$ cat src/rtl/lfsr_rand_sched.sv
// Sequences the external serial LFSR (clear, seed, run), packs its bits into bytes and
// hands each byte to one requester by round-robin. Optional macro: LFSR_LOCKUP_CHECK_EN.
module lfsr_rand_sched #(
    parameter int unsigned NREQ         = 4,
    parameter logic [7:0]  SEED_DEFAULT = 8'hA5
) (
    input  logic            clk,
    input  logic            clr_n,
    input  logic [NREQ-1:0] req,
    output logic [NREQ-1:0] gnt,
    output logic [7:0]      rand_data,
    output logic            rand_valid,
    input  logic            reseed,
    input  logic [7:0]      reseed_val,
    output logic            busy,
    output logic            lockup,
    output logic            lfsr_clr,
    output logic            lfsr_select,
    output logic [7:0]      lfsr_seed,
    input  logic            lfsr_out
);

    localparam int unsigned IdxW = $clog2(NREQ);
    localparam logic [7:0] SeedInit = (SEED_DEFAULT == 8'h00) ? 8'h01 : SEED_DEFAULT;

    typedef enum logic [1:0] {StClear, StSeed, StRun} state_e;

    state_e          state;
    logic [6:0]      shift;
    logic [7:0]      pool;
    logic [7:0]      pending;
    logic [2:0]      bit_cnt;
    logic            pool_valid;
    logic [IdxW-1:0] last;
    logic [IdxW-1:0] win_idx;
    logic [IdxW-1:0] cand;
    logic            win_found;
    logic            lock_hit;
    logic            restart;
    logic            grant_fire;

    function automatic logic [7:0] nonzero(input logic [7:0] v);
        return (v == 8'h00) ? 8'h01 : v;
    endfunction

    // Round-robin search starting just above the last granted index.
    always_comb begin
        win_idx   = '0;
        win_found = 1'b0;
        cand      = '0;
        for (int i = 1; i <= int'(NREQ); i++) begin
            cand = IdxW'((int'(last) + i) % int'(NREQ));
            if (!win_found && req[cand]) begin
                win_found = 1'b1;
                win_idx   = cand;
            end
        end
    end

    assign restart    = reseed | lock_hit;
    assign grant_fire = (state == StRun) && pool_valid && win_found && !restart;

`ifdef LFSR_LOCKUP_CHECK_EN
    // run_cnt holds the length of the current run of identical bits (0 = no bit seen yet).
    logic [3:0] run_cnt;
    logic       prev_bit;
    logic       lockup_q;

    assign lock_hit = (state == StRun) && (run_cnt == 4'd15) && (lfsr_out == prev_bit);
    assign lockup   = lockup_q;

    always_ff @(posedge clk or negedge clr_n) begin
        if (!clr_n) begin
            run_cnt  <= 4'd0;
            prev_bit <= 1'b0;
            lockup_q <= 1'b0;
        end else begin
            prev_bit <= lfsr_out;
            if (lock_hit) begin
                lockup_q <= 1'b1;
            end
            if (state != StRun || restart) begin
                run_cnt <= 4'd0;
            end else if (run_cnt == 4'd0 || lfsr_out != prev_bit) begin
                run_cnt <= 4'd1;
            end else begin
                run_cnt <= run_cnt + 4'd1;
            end
        end
    end
`else
    assign lock_hit = 1'b0;
    assign lockup   = 1'b0;
`endif

    always_ff @(posedge clk or negedge clr_n) begin
        if (!clr_n) begin
            state       <= StClear;
            lfsr_clr    <= 1'b1;
            lfsr_select <= 1'b0;
            lfsr_seed   <= 8'h00;
            busy        <= 1'b1;
            gnt         <= '0;
            rand_data   <= 8'h00;
            rand_valid  <= 1'b0;
            pending     <= SeedInit;
            pool_valid  <= 1'b0;
            pool        <= 8'h00;
            shift       <= 7'h00;
            bit_cnt     <= 3'd0;
            last        <= IdxW'(NREQ - 1);
        end else begin
            gnt         <= '0;
            rand_data   <= 8'h00;
            rand_valid  <= 1'b0;
            lfsr_clr    <= 1'b0;
            lfsr_select <= 1'b0;
            lfsr_seed   <= 8'h00;
            if (restart) begin
                // An explicit reseed value takes precedence over the lockup default.
                pending    <= reseed ? nonzero(reseed_val) : SeedInit;
                pool_valid <= 1'b0;
                state      <= StClear;
                lfsr_clr   <= 1'b1;
                busy       <= 1'b1;
            end else begin
                unique case (state)
                    StClear: begin
                        state       <= StSeed;
                        lfsr_select <= 1'b1;
                        lfsr_seed   <= pending;
                        busy        <= 1'b1;
                    end
                    StSeed: begin
                        state   <= StRun;
                        bit_cnt <= 3'd0;
                        busy    <= 1'b0;
                    end
                    StRun: begin
                        shift   <= {shift[5:0], lfsr_out};
                        bit_cnt <= bit_cnt + 3'd1;
                        // Load and grant never coincide: load needs an empty pool, grant a full one.
                        if (bit_cnt == 3'd7 && !pool_valid) begin
                            pool       <= {shift, lfsr_out};
                            pool_valid <= 1'b1;
                        end else if (grant_fire) begin
                            pool_valid <= 1'b0;
                        end
                        if (grant_fire) begin
                            gnt        <= NREQ'(1) << win_idx;
                            rand_data  <= pool;
                            rand_valid <= 1'b1;
                            last       <= win_idx;
                        end
                    end
                    default: begin
                        state <= StClear;
                    end
                endcase
            end
        end
    end

endmodule
$ cat config.mk
export PLATFORM = sky130hd
export DESIGN_NAME = lfsr_rand_sched
export DESIGN_NICKNAME = d
export VERILOG_FILES = /design/src/rtl/lfsr_rand_sched.sv
export SDC_FILE = /design/constraint.sdc
export NUM_CORES = 1
export LEC_CHECK = 0
export BUFFER_PORTS_ARGS = -buffer_cell sky130_fd_sc_hd__buf_2
export CAP_MARGIN = 20
export CORE_ASPECT_RATIO = 0.7
export CORE_MARGIN = 2
export CORE_UTILIZATION = 55
export CTS_BUF_LIST = sky130_fd_sc_hd__clkbuf_8
export DETAILED_ROUTE_END_ITERATION = 6
export MAX_ROUTING_LAYER = met4
export PLACE_DENSITY = 0.87
export SYNTH_ARGS = -nofsm -noshare
export SYNTH_HDL_FRONTEND = slang
export SYNTH_SLANG_ARGS = --single-unit
$ cat constraint.sdc
create_clock -name clk -period 5.2 [get_ports clk]
set_input_delay 0.78 -clock clk [delete_from_list [all_inputs] [get_ports clk]]
set_output_delay 0.78 -clock clk [all_outputs]
set_load 0.05 [all_outputs]
==> flow_summary.ini <==
[clock_tree]
clk-insertion-delay-late_ns = 0.30
cts_tree = built
post_cts_buffers = 0
htreeDepth = 2
root_buffer = clkbuf_8
clk_pin_slew_worst_paths_ns = 0.09
cts_buffer_depth = 2
cts_made_buffers = 5
post_cts_resized = 0
hold_buffers = 0
numClockSinks = 55

[floorplanning]
rows = 19
die_h_um = 57.48
fp.dieW_um = 80.40
die_area_mm2 = 0.004621
start_util_pct = 57.29
io_pins = 41
core_mm2 = 0.003923

[worst_setup_path]
critical_path.max_stage_delay_ns = 0.70
cp_cell_sequence = inv_1 > ha_1 > nor2b_1 > and3b_1 > mux2_2
crit_path_top_delay_cell = nor2b_1
rrSetupSlack_ns = 2.60
worst-setup-path-type = flop to flop
ff2ff_path_depth = 5
worstPathArrival_ns = 2.79
crit_end = pool[4]$_DFFE_PN0P_
r2r-start = state[0]$_DFFE_PN0N_
crit_fanout = 10
worstPathRequired_ns = 5.39
timing.rr.end = pool[4]$_DFFE_PN0P_
end_kind = flop
crit_start = state[0]$_DFFE_PN0N_
cp-start-kind = flop

[timing]
finalHoldViolCount = 0
fmax_ghz = 0.3847
tns_ns = 0
grt_setup_unrepaired = no
tightest_slew_ns = 0.7943
fin_crit_sh_pct = 49.99
maxSlewViolCount = 0
fin_crit_ns = 2.599
relSlewSlack_pct = 46.94
setup_viol = 0
finClkSkew_ns = 0.004407

[grt]
track_usage_pct = 18.69
grt_pass1_wl_um = 6210
grt_most_used_layer = met1
met2_usage_pct = 25.48
gr-usage-met1_pct = 26.37
grt_pass1_vias = 1276
grt.overflow.total = 0
grt_max_degree = 56
grt_antenna_before_repair = 0
grt.met3_usage_pct = 6.329

[detailed_routing]
wl_per_cell_um = 14.39
vias = 1293
firstDrtPassIters = 4
vias_per_cell = 5.111
route.detailed.drc = 0
wl_um = 3640
drtIter0Drc = 30
ant_nets = 0

[logic_synthesis]
syn_inst = 162
synth_flop_cell = dfrtp_1
ys_ff_latch = 55
synth_cell_type_count = 40
synthArstFlopShare_pct = 100.0
synth_fp_nets = 184
synth_warnings = 0
syn_avg_cell_area_um2 = 13.87
seq_area_frac_synth_pct = 61.69
synth_edf_count = 0
synthesis.area_mm2 = 0.002247

[outcome]
outcome = completed

[cells_and_area]
final_area_mm2 = 0.002535
area_growth_pct = 12.81
diodes = 0
drive_above_1_share_pct = 46.77
fin_nets = 222

[pwr]
p_int_uw = 607.0
power_density_mw_per_mm2 = 331.9
sw_frac_of_total_pct = 27.87
combPwrFrac_pct = 15.2
p_clk_share_pct = 26.4
power_switching_uw = 234.5
power.share.sequential_pct = 58.4
irDropWorstVdd_mv = 0.1665
leakage_uw = 0.001290

[worst_hold_path]
hold_path.class = flop to flop

[place]
port-buffer-count = 39
dp_hpwl_um = 2474
place_area_mm2 = 0.002450
finalWeightedCongestion = 0.7620

[job]
cap_violations = 0
worst max-delay path, delay by kind of cell (launching register included):
family / cells / cell delay [ns]
adder cells (fa/ha/maj): 1 / 0.36
buffers and inverters: 1 / 0.10
flip-flops: 1 / 0.43
multiplexers: 1 / 0.38
AND/OR/NAND/NOR: 2 / 1.22
worst min-delay path by stage:
stage                                start                      to  slack, ns  depth (start not counted)
floorplan           pending[1]$_DFFE_PN0P_  lfsr_seed[1]$_DFF_PN0_       0.45                          1
global placement    pending[3]$_DFFE_PN0P_  lfsr_seed[3]$_DFF_PN0_       0.45                          1
detailed placement  pending[4]$_DFFE_PN0P_  lfsr_seed[4]$_DFF_PN0_       0.47                          1
CTS                 pending[4]$_DFFE_PN0P_  lfsr_seed[4]$_DFF_PN0_       0.49                          1
global route           pool[0]$_DFFE_PN0P_  rand_data[0]$_DFF_PN0_       0.52                          1
finish              pending[3]$_DFFE_PN0P_  lfsr_seed[3]$_DFF_PN0_       0.48                          1
kinds of logic after synthesis:
group | count (synthesis) | share of synthesized area, %
AOI/OAI and AO/OA | 18 | 5.735
buffers and inverters | 13 | 3.563
DFF | 55 | 61.69
and+or+nand+nor | 43 | 12.47
adders and majority gates | 6 | 3.341
muxes | 26 | 13.03
other | 1 | 0.1669
through the flow:
step                      util [%]  setup slack [ns]  hold WS, ns  power [uW]  cells
final                        64.63             2.601       0.4834       841.5    253
after global routing         64.63             2.377       0.5190       885.5    253
after CTS                    64.63             2.574       0.4906       848.9    253
after detailed placement     62.46             2.493       0.4698       627.1    245
after global placement       62.46             2.601       0.4514       619.0    245
after floorplan                  -             3.266       0.4494       584.4    162
routing by layer:
metal  share of wire, %  vias up
li1                   -      627
met1                 49      634
met2                 45       28
met3                4.7        4
met4               0.93        0
met5                  0        -
power by group through the flow:
stage / clock network (uW) / logic (uW) / registers [uW]
2_1_floorplan: 0 / 61.1 / 523
3_3_place_gp: 0 / 124 / 495
3_5_place_dp: 0 / 128 / 499
4_1_cts: 228 / 130 / 491
5_1_grt: 248 / 141 / 497
6_report: 222 / 128 / 492
Yosys cell counts, types with 3 or more instances:
| cell | instances | area (um2) |
|---|---|---|
| dfrtp_1 | 47 | 1176 |
| inv_1 | 3 | 11.26 |
| ha_1 | 6 | 75.07 |
| mux2i_1 | 3 | 30.03 |
| and2_4 | 7 | 61.31 |
| nand2b_1 | 5 | 31.28 |
| o21ai_0 | 3 | 15.01 |
| nor2_1 | 5 | 18.77 |
| mux2_2 | 22 | 247.7 |
| and2_1 | 8 | 50.05 |
| a21oi_1 | 3 | 15.01 |
| buf_4 | 4 | 30.03 |
| nand2_1 | 5 | 18.77 |
| dfstp_2 | 8 | 210.2 |
| a31oi_1 | 3 | 18.77 |
state kept, by name (all words and copies together), names as in the netlist:
name         count
pool_valid       1
rand_valid       1
shift            7
lfsr_clr         1
pool             8
lfsr_select      1
rand_data        8
gnt              4
busy             1
last             2
bit_cnt          3
state            2
pending          8
lfsr_seed        8
layout by cell type (no fill, tap or decap), types with 4 or more instances in the layout:
cell and count:
dfrtp_1 47, nand2b_1 5, nand2_1 5, ha_1 6, buf_2 39, clkbuf_8 5
mux2_2 22, and2_1 8, inv_1 4, dfstp_2 8, nor2_1 5, and2_4 7
layout make-up:
cell class / instances / area (um2)
Inverter: 4 / 15.01
Sequential cell: 55 / 1386
Timing Repair Buffer: 40 / 202.7
Clock inverter: 3 / 16.27
Multi-Input combinational cell: 94 / 780.7
Tap cell: 52 / 65.06
Fill cell: 319 / 1388
Clock buffer: 5 / 68.82
Note: power is estimated with default switching activity, not from simulation.
